$ cat src/rtl/mux_reg_n_if.sv
// Channel bus for mux_reg_n: flattened inputs, select/mode/enable controls and the held result.
interface mux_reg_n_if #(
    parameter int unsigned WIDTH  = 4,
    parameter int unsigned NUM_IN = 2,
    parameter int unsigned SEL_W  = 1
);
    logic [NUM_IN*WIDTH-1:0] d;
    logic [SEL_W-1:0]        sel;
    logic [1:0]              mode;
    logic                    enb_n;
    logic [WIDTH-1:0]        q;
    logic                    q_valid;
    logic [SEL_W-1:0]        chan;
    logic                    scan_done;

    // Source of channel data and controls.
    modport master (
        output d, sel, mode, enb_n,
        input  q, q_valid, chan, scan_done
    );

    // The multiplexer-register itself.
    modport slave (
        input  d, sel, mode, enb_n,
        output q, q_valid, chan, scan_done
    );
endinterface

$ cat src/rtl/mux_reg_n.sv
// N-channel multiplexer-register with load, hold, clear and an auto-scan over all channels.
module mux_reg_n #(
    parameter int unsigned WIDTH  = 4,
    parameter int unsigned NUM_IN = 2,
    parameter int unsigned SEL_W  = 1
) (
    input  logic      clk,
    input  logic      reset,
    mux_reg_n_if.slave bus
);

    localparam int unsigned     NUM_SLOT = 1 << SEL_W;
    localparam logic [SEL_W-1:0] PTR_LAST = SEL_W'(NUM_IN - 1);
    localparam logic [SEL_W:0]   NUM_IN_W = (SEL_W + 1)'(NUM_IN);

    typedef enum logic [1:0] {
        MODE_HOLD  = 2'b00,
        MODE_LOAD  = 2'b01,
        MODE_SCAN  = 2'b10,
        MODE_CLEAR = 2'b11
    } mode_e;

    logic [WIDTH-1:0] slot [NUM_SLOT];

    logic [WIDTH-1:0] q_d,         q_q;
    logic             q_valid_d,   q_valid_q;
    logic [SEL_W-1:0] chan_d,      chan_q;
    logic             scan_done_d, scan_done_q;
    logic [SEL_W-1:0] ptr_d,       ptr_q;

    logic             sel_in_range;

    // Every select code maps to a slot; codes beyond the last channel read as zero.
    for (genvar i = 0; i < int'(NUM_SLOT); i++) begin : g_slot
        if (i < int'(NUM_IN)) begin : g_used
            assign slot[i] = bus.d[i*WIDTH +: WIDTH];
        end else begin : g_unused
            assign slot[i] = '0;
        end
    end

    assign sel_in_range = ({1'b0, bus.sel} < NUM_IN_W);

    // Next-state selection by mode; a disabled block freezes everything but the done pulse.
    always_comb begin
        q_d         = q_q;
        q_valid_d   = q_valid_q;
        chan_d      = chan_q;
        ptr_d       = ptr_q;
        scan_done_d = 1'b0;
        if (!bus.enb_n) begin
            unique case (mode_e'(bus.mode))
                MODE_HOLD: begin
                    ptr_d = '0;
                end
                MODE_LOAD: begin
                    q_d       = sel_in_range ? slot[bus.sel] : '0;
                    q_valid_d = sel_in_range;
                    chan_d    = bus.sel;
                    ptr_d     = '0;
                end
                MODE_SCAN: begin
                    q_d       = slot[ptr_q];
                    q_valid_d = 1'b1;
                    chan_d    = ptr_q;
                    if (ptr_q == PTR_LAST) begin
                        ptr_d       = '0;
                        scan_done_d = 1'b1;
                    end else begin
                        ptr_d = ptr_q + SEL_W'(1);
                    end
                end
                MODE_CLEAR: begin
                    q_d       = '0;
                    q_valid_d = 1'b0;
                    chan_d    = '0;
                    ptr_d     = '0;
                end
                default: begin
                    ptr_d = ptr_q;
                end
            endcase
        end
    end

    // State registers with synchronous reset.
    always_ff @(posedge clk) begin
        if (reset) begin
            q_q         <= '0;
            q_valid_q   <= 1'b0;
            chan_q      <= '0;
            scan_done_q <= 1'b0;
            ptr_q       <= '0;
        end else begin
            q_q         <= q_d;
            q_valid_q   <= q_valid_d;
            chan_q      <= chan_d;
            scan_done_q <= scan_done_d;
            ptr_q       <= ptr_d;
        end
    end

    assign bus.q         = q_q;
    assign bus.q_valid   = q_valid_q;
    assign bus.chan      = chan_q;
    assign bus.scan_done = scan_done_q;

endmodule

$ cat src/flat_wrapper.sv
// flat-port wrapper written by rule: the top's interface ports become plain ports
module mux_reg_n_flat 
#(
    parameter int unsigned WIDTH  = 4,
    parameter int unsigned NUM_IN = 2,
    parameter int unsigned SEL_W  = 1
)
  (clk, reset, bus_d, bus_sel, bus_mode, bus_enb_n, bus_q, bus_q_valid, bus_chan, bus_scan_done);
  mux_reg_n_if #(.WIDTH(WIDTH), .NUM_IN(NUM_IN), .SEL_W(SEL_W)) bus_i ();
  input  logic clk;
  input  logic reset;
  input wire logic [$bits(bus_i.d)-1:0] bus_d;
  input wire logic [$bits(bus_i.sel)-1:0] bus_sel;
  input wire logic [$bits(bus_i.mode)-1:0] bus_mode;
  input wire logic [$bits(bus_i.enb_n)-1:0] bus_enb_n;
  output wire logic [$bits(bus_i.q)-1:0] bus_q;
  output wire logic [$bits(bus_i.q_valid)-1:0] bus_q_valid;
  output wire logic [$bits(bus_i.chan)-1:0] bus_chan;
  output wire logic [$bits(bus_i.scan_done)-1:0] bus_scan_done;
  assign bus_i.d = bus_d;
  assign bus_i.sel = bus_sel;
  assign bus_i.mode = bus_mode;
  assign bus_i.enb_n = bus_enb_n;
  assign bus_q = bus_i.q;
  assign bus_q_valid = bus_i.q_valid;
  assign bus_chan = bus_i.chan;
  assign bus_scan_done = bus_i.scan_done;
  mux_reg_n #(.WIDTH(WIDTH), .NUM_IN(NUM_IN), .SEL_W(SEL_W)) u_core (.clk(clk), .reset(reset), .bus(bus_i));
endmodule
$ cat config.mk
export PLATFORM = sky130hd
export DESIGN_NAME = mux_reg_n_flat
export DESIGN_NICKNAME = d
export VERILOG_FILES = /design/src/rtl/mux_reg_n_if.sv /design/src/rtl/mux_reg_n.sv /design/src/flat_wrapper.sv
export SDC_FILE = /design/constraint.sdc
export NUM_CORES = 1
export LEC_CHECK = 0
export ABC_AREA = 1
export CORE_AREA = 2 2 39 41
export CTS_CLUSTER_SIZE = 20
export DETAILED_ROUTE_END_ITERATION = 6
export DIE_AREA = 0 0 41 43
export PLACE_DENSITY = 0.72
export SYNTH_ARGS = -nofsm -noshare
export SYNTH_HDL_FRONTEND = slang
export SYNTH_SLANG_ARGS = --single-unit
$ cat constraint.sdc
create_clock -name clk -period 1.05 [get_ports clk]
set_input_delay 0.21 -clock clk [delete_from_list [all_inputs] [get_ports clk]]
set_output_delay 0.21 -clock clk [all_outputs]
set_load 0.1 [all_outputs]
# --- Word-level counts from Yosys, hierarchy flattened ---
# Cells that the tools add are included.
classes:
  magnitude_cmp: 2
  addsub: 1
  bitwise: 4
  n_mux: 12
  eq_ne: 3
  reduce_logical: 8
op_table:
  columns: ["cell", "n"]
  rows:
  - ["two-way mux 4 bit", 6]
  - ["case mux 4 bit (3 select lines)", 1]
  - ["OR reduction 3 bit", 2]
  - ["equality test 2 bit, second input constant", 2]
  - [">= comparator 2 bit, second input constant", 2]
  - ["inverter 1 -> 2 bit", 2]
  - ["case mux 1 bit (2 select lines)", 2]
  - ["AND reduction 2 bit", 2]
  - ["case mux 1 bit (3 select lines)", 1]
  - ["nonzero test 3 bit", 1]
  - ["equality test 2 x 1 -> 1 bit, second input constant", 1]
  - ["logical NOT 2 bit", 1]
  - ["two-way mux 1 bit", 2]
  - ["inverter 1 bit", 2]
  - ["nonzero test 2 bit", 1]
  - ["OR reduction 2 bit", 1]
  - ["adder 1 bit, second input constant", 1]
word_totals:
  elab_cells: 35
  reg_bits: 8
  in_bits: 14
  out_inout_bits: 7

# --- Logic depth before layout (Yosys ltp) ---
logic_depth:
  depth_word: 5
  mapped_depth: 6
  mapped_depth_nobuf: 6

# --- Least setup slack after synthesis ---
# OpenSTA, ideal clock, no wires.
synth_timing:
  path_type: "flip-flop to flip-flop"
  startpoint: "register u_core.bus.q[0] (netlist name)"
  endpoint: "register u_core.q_q[0], in the netlist u_core.bus.q[0]"
  period_less_slack_ps: 1317
  stages_incl_launch_ff: 5
  t_arrival_ps: 1261
  setup_ps: 56
  required_ps: 994
  n_path_buf: 0
  path_slack_ps: -267
  path_cell_list: "dfxtp_1 > inv_1 > a21oi_1 > nand2_1 > inv_1"
synth_rtl:
  columns: ["element", "line", "text"]
  rows:
  - ["to (signal assigned)", "mux_reg_n.sv:95", "q_q <= q_d;"]
  - ["to (decl)", "mux_reg_n.sv:25", "logic [WIDTH-1:0] q_d, q_q;"]

# --- Worst setup path after layout ---
layout_timing:
  startpoint: "register u_core.q_q[1], in the netlist u_core.bus.q[1]"
  endpoint: "output bus_q[1]"
layout_rtl:
  columns: ["element", "line", "text"]
  rows:
  - ["to (decl)", "flat_wrapper.sv:16", "output wire logic [$bits(bus_i.q)-1:0] bus_q;"]
# No word-level cell between the ends.

==> results.txt <==
The flow ran to the end, and the final reports show no timing, DRC or antenna violations. Setup repair after global routing left no endpoint under its margin. The category of cells accounting for the largest share of critical-path delay is flip-flops.

The number of antenna violations at the first check in global routing was 0; the CTS clock-pin slew for the worst setup and hold paths was 0.06 ns. The maximum fanout along the worst path is 2. For this design, the CTS-stage hold fixing added 0 buffers. Summed over all cells, the static leakage comes to 0.438 nW. For the final hold violation count, the log shows 0. Global-route usage over all layers: 0.172. The logs give 130 for the number of inserted filler cells in the final layout and 1380 sq um for the area of the core. The fraction of final layout cells with drive strength greater than 1 was 0.297; the worst path buffer plus inverter count was 1.

The HPWL after detailed placement is 916 um. The number of buffers added by the clock tree synthesis step came out at 3. For the first-pass GRT wire length, the log shows 2050 um.

The combined area of the multi-input logic cells was 236 sq um. Max-slew violation count: 0. The first detailed-routing pass ran for 4 iterations. The worst path needs 1.00 ns of the cycle, external delays included. The tree built by TritonCTS fans out to 8 sinks.

The library cells used most frequently in the layout, excluding fill and tap cells, are nand2_1 (25), inv_1 (15), nand3_1 (12). Power spread over the standard cell area amounts to 1160 nW/um^2. The routed via count was 610; the number of design rule violations left after detail routing was 0. VDD sags by at most 0.587 mV. The tools report the count of nets left with antenna violations after detail routing as 0. Dividing the detail-routed wire length by the instance count gives 9.64 um.

The number of buffers on the longest clock path came out at 2. Number of library cell types mapped by synthesis: 13. Walking the worst path, the cells encountered are buf_12.

The run gives 0.998 GHz as the timing-limited maximum frequency. The endpoint identified for the worst register-to-register timing path is u_core.bus.q[2]. The worst setup path is captured at an output port.

By area the synthesized netlist is led by dfxtp_1 (33%), nand2_1 (19%), nand3_1 (12%). Effective utilization at floorplan: 0.348. The layout overhead on the synthesized area was 76.9%; the average via count per standard cell was 4.80. Entering global routing, the biggest net connects 7 pins. Synthesis inferred 8 register bits. Critical setup path kind: reg -> out. In the final layout, flip-flops and latches occupy 170 sq um.

The tools report the site row count as 14. In this run the worst hold path is classified as in -> reg. In this run the vertical extent of the chip is 43 um. The startpoint identified for the worst hold timing path is bus_mode[1].

Depth of the critical timing path with buffers and inverters included: 1. The worst setup path is launched from a flop. With fillers left out, the area of the finished cells amounts to 852 sq um. After global routing the overflow that remains totals 0. The area share of the largest cell type after synthesis was 0.332; the longest individual stage delay on the worst path was 0.36 ns. The final layout contains 127 nets. The relative slew slack was 0.820; the cell count after synthesis was 84. In this run the worst setup path terminates at bus_q[1].

After detailed routing, the total wire length is 1220 um. The post-route clock period utilization is 0.954, and the count of final setup violators is 0. The Yosys warning count came out at 0. The run gives 1 as the H-tree level count. The buffer count from post-CTS setup fixing was 0.

The run gives 1760 sq um as the floorplan die area. The tools report the root buffer cell as clkbuf_4. The most common cell after layout, fill and taps aside is nand2_1. Counting every net in the synthesized netlist gives 98. The cell type with the largest total area after synthesis is dfxtp_1. Measured in cells, the most critical reg-to-reg path has a length of 6. For the worst-skew pair, the clock arrives at the later sink with an insertion delay of 0.26 ns. The floorplan step set the die width to 41 um. After synthesis, the mean cell area works out to 5.73 sq um. Port buffering added 20 buffers. The run gives 0.808 as the global placement routability congestion. The number of global-route vias before repair came out at 544. The worst-case register-to-register setup slack is 0.16 ns, and the count of pins on the block boundary is 21.

The worst-margin pin slew is 0.269 ns. The tools report the sequential area share after synthesis as 0.332. Overall power consumption after layout is estimated at 0.987 mW.

The reported max-cap violation count is 0, and the post-placement cell area is 823 sq um. Summing every instance area after synthesis gives 482 sq um. Data on the critical path arrives at its endpoint at 0.79 ns.

0 antenna diodes ended up in the layout. The worst register-to-register path begins at u_core.ptr_q. The tools report the launch point of the worst path as u_core.bus.q[1]. The share of the core filled with cells was 0.616. After the first detailed-routing iteration, the DRC count stood at 7. Among all stages on the critical path, the largest delay is contributed by dfxtp_2.

Clock skew on the completed layout was measured at 0.00609 ns. STA puts the critical path data required time at 0.84 ns. TritonCTS built the clock tree.
[cell type report]
cell class,instances,share of cell area
timing repair buffer,24,0.367
inverter,24,0.106
multi-input combinational,52,0.278
sequential,8,0.200
tap,16,0.0235
clock buffer,3,0.0264
[sequential cells by signal, summed over array words and instances, names as in the netlist]
signal                flops
u_core.bus.chan           1
u_core.bus.scan_done      1
u_core.ptr_q              1
u_core.bus.q_valid        1
u_core.bus.q              4
[cells by family (layout without fill, tap and decap cells)]
logic type / Yosys count / count (layout) / share of synthesized area
AOI/OAI and AO/OA: 8 / 8 / 0.0909
buffers and inverters: 24 / 51 / 0.187
DFF: 8 / 8 / 0.332
and+or+nand+nor: 44 / 44 / 0.390
[Yosys cell counts]
cell type   n
nand4_1     1
dfxtp_1     8
a21oi_1     4
inv_1      15
o21ai_0     1
o21ai_1     2
nor2_2      1
nand3_1    12
nand2_1    25
nor3_1      2
inv_2       9
o21ai_2     1
nor2_1      3
[worst min path at each step]
stage	end	cells past startpoint
detailed placement	u_core.bus.q_valid	2
CTS	u_core.bus.scan_done	3
global route	u_core.bus.scan_done	3
global placement	u_core.bus.q_valid	2
finish	u_core.bus.scan_done	3
floorplan	u_core.bus.scan_done	1
[through the flow]
stage	std cells	TNS, ns	hold slack (ns)	worst slack (ns)
floorplan	84	0	0.281	0.0408
global placement	124	-1.72	0.519	-0.266
detailed placement	124	-1.90	0.525	-0.301
CTS	127	0	0.402	0.0360
global route	127	0	0.431	0.00508
finish	127	0	0.406	0.0480
[where the power goes]
part	switching (mW)	total, mW	internal, mW
logic	0.227	0.387	0.160
registers	0.0212	0.349	0.328
clock network	0.119	0.251	0.132
total	0.367	0.987	0.620
[per-layer routing]
| metal | wire (um) | track usage | share of wire |
|---|---|---|---|
| met5 | 0 | 0 | 0 |
| met4 | 19 | 0.0800 | 0.016 |
| met1 | 505 | 0.192 | 0.41 |
| met3 | 101 | 0.0681 | 0.083 |
| met2 | 598 | 0.272 | 0.49 |
[timing repair]
action                                  4_1_cts  5_1_grt
endpoints found under the setup margin        4        4
pin swaps                                     0        0
gates resized for setup                       3        2
endpoints found under the hold margin         0        0
Power figures use the tool's default switching activity.
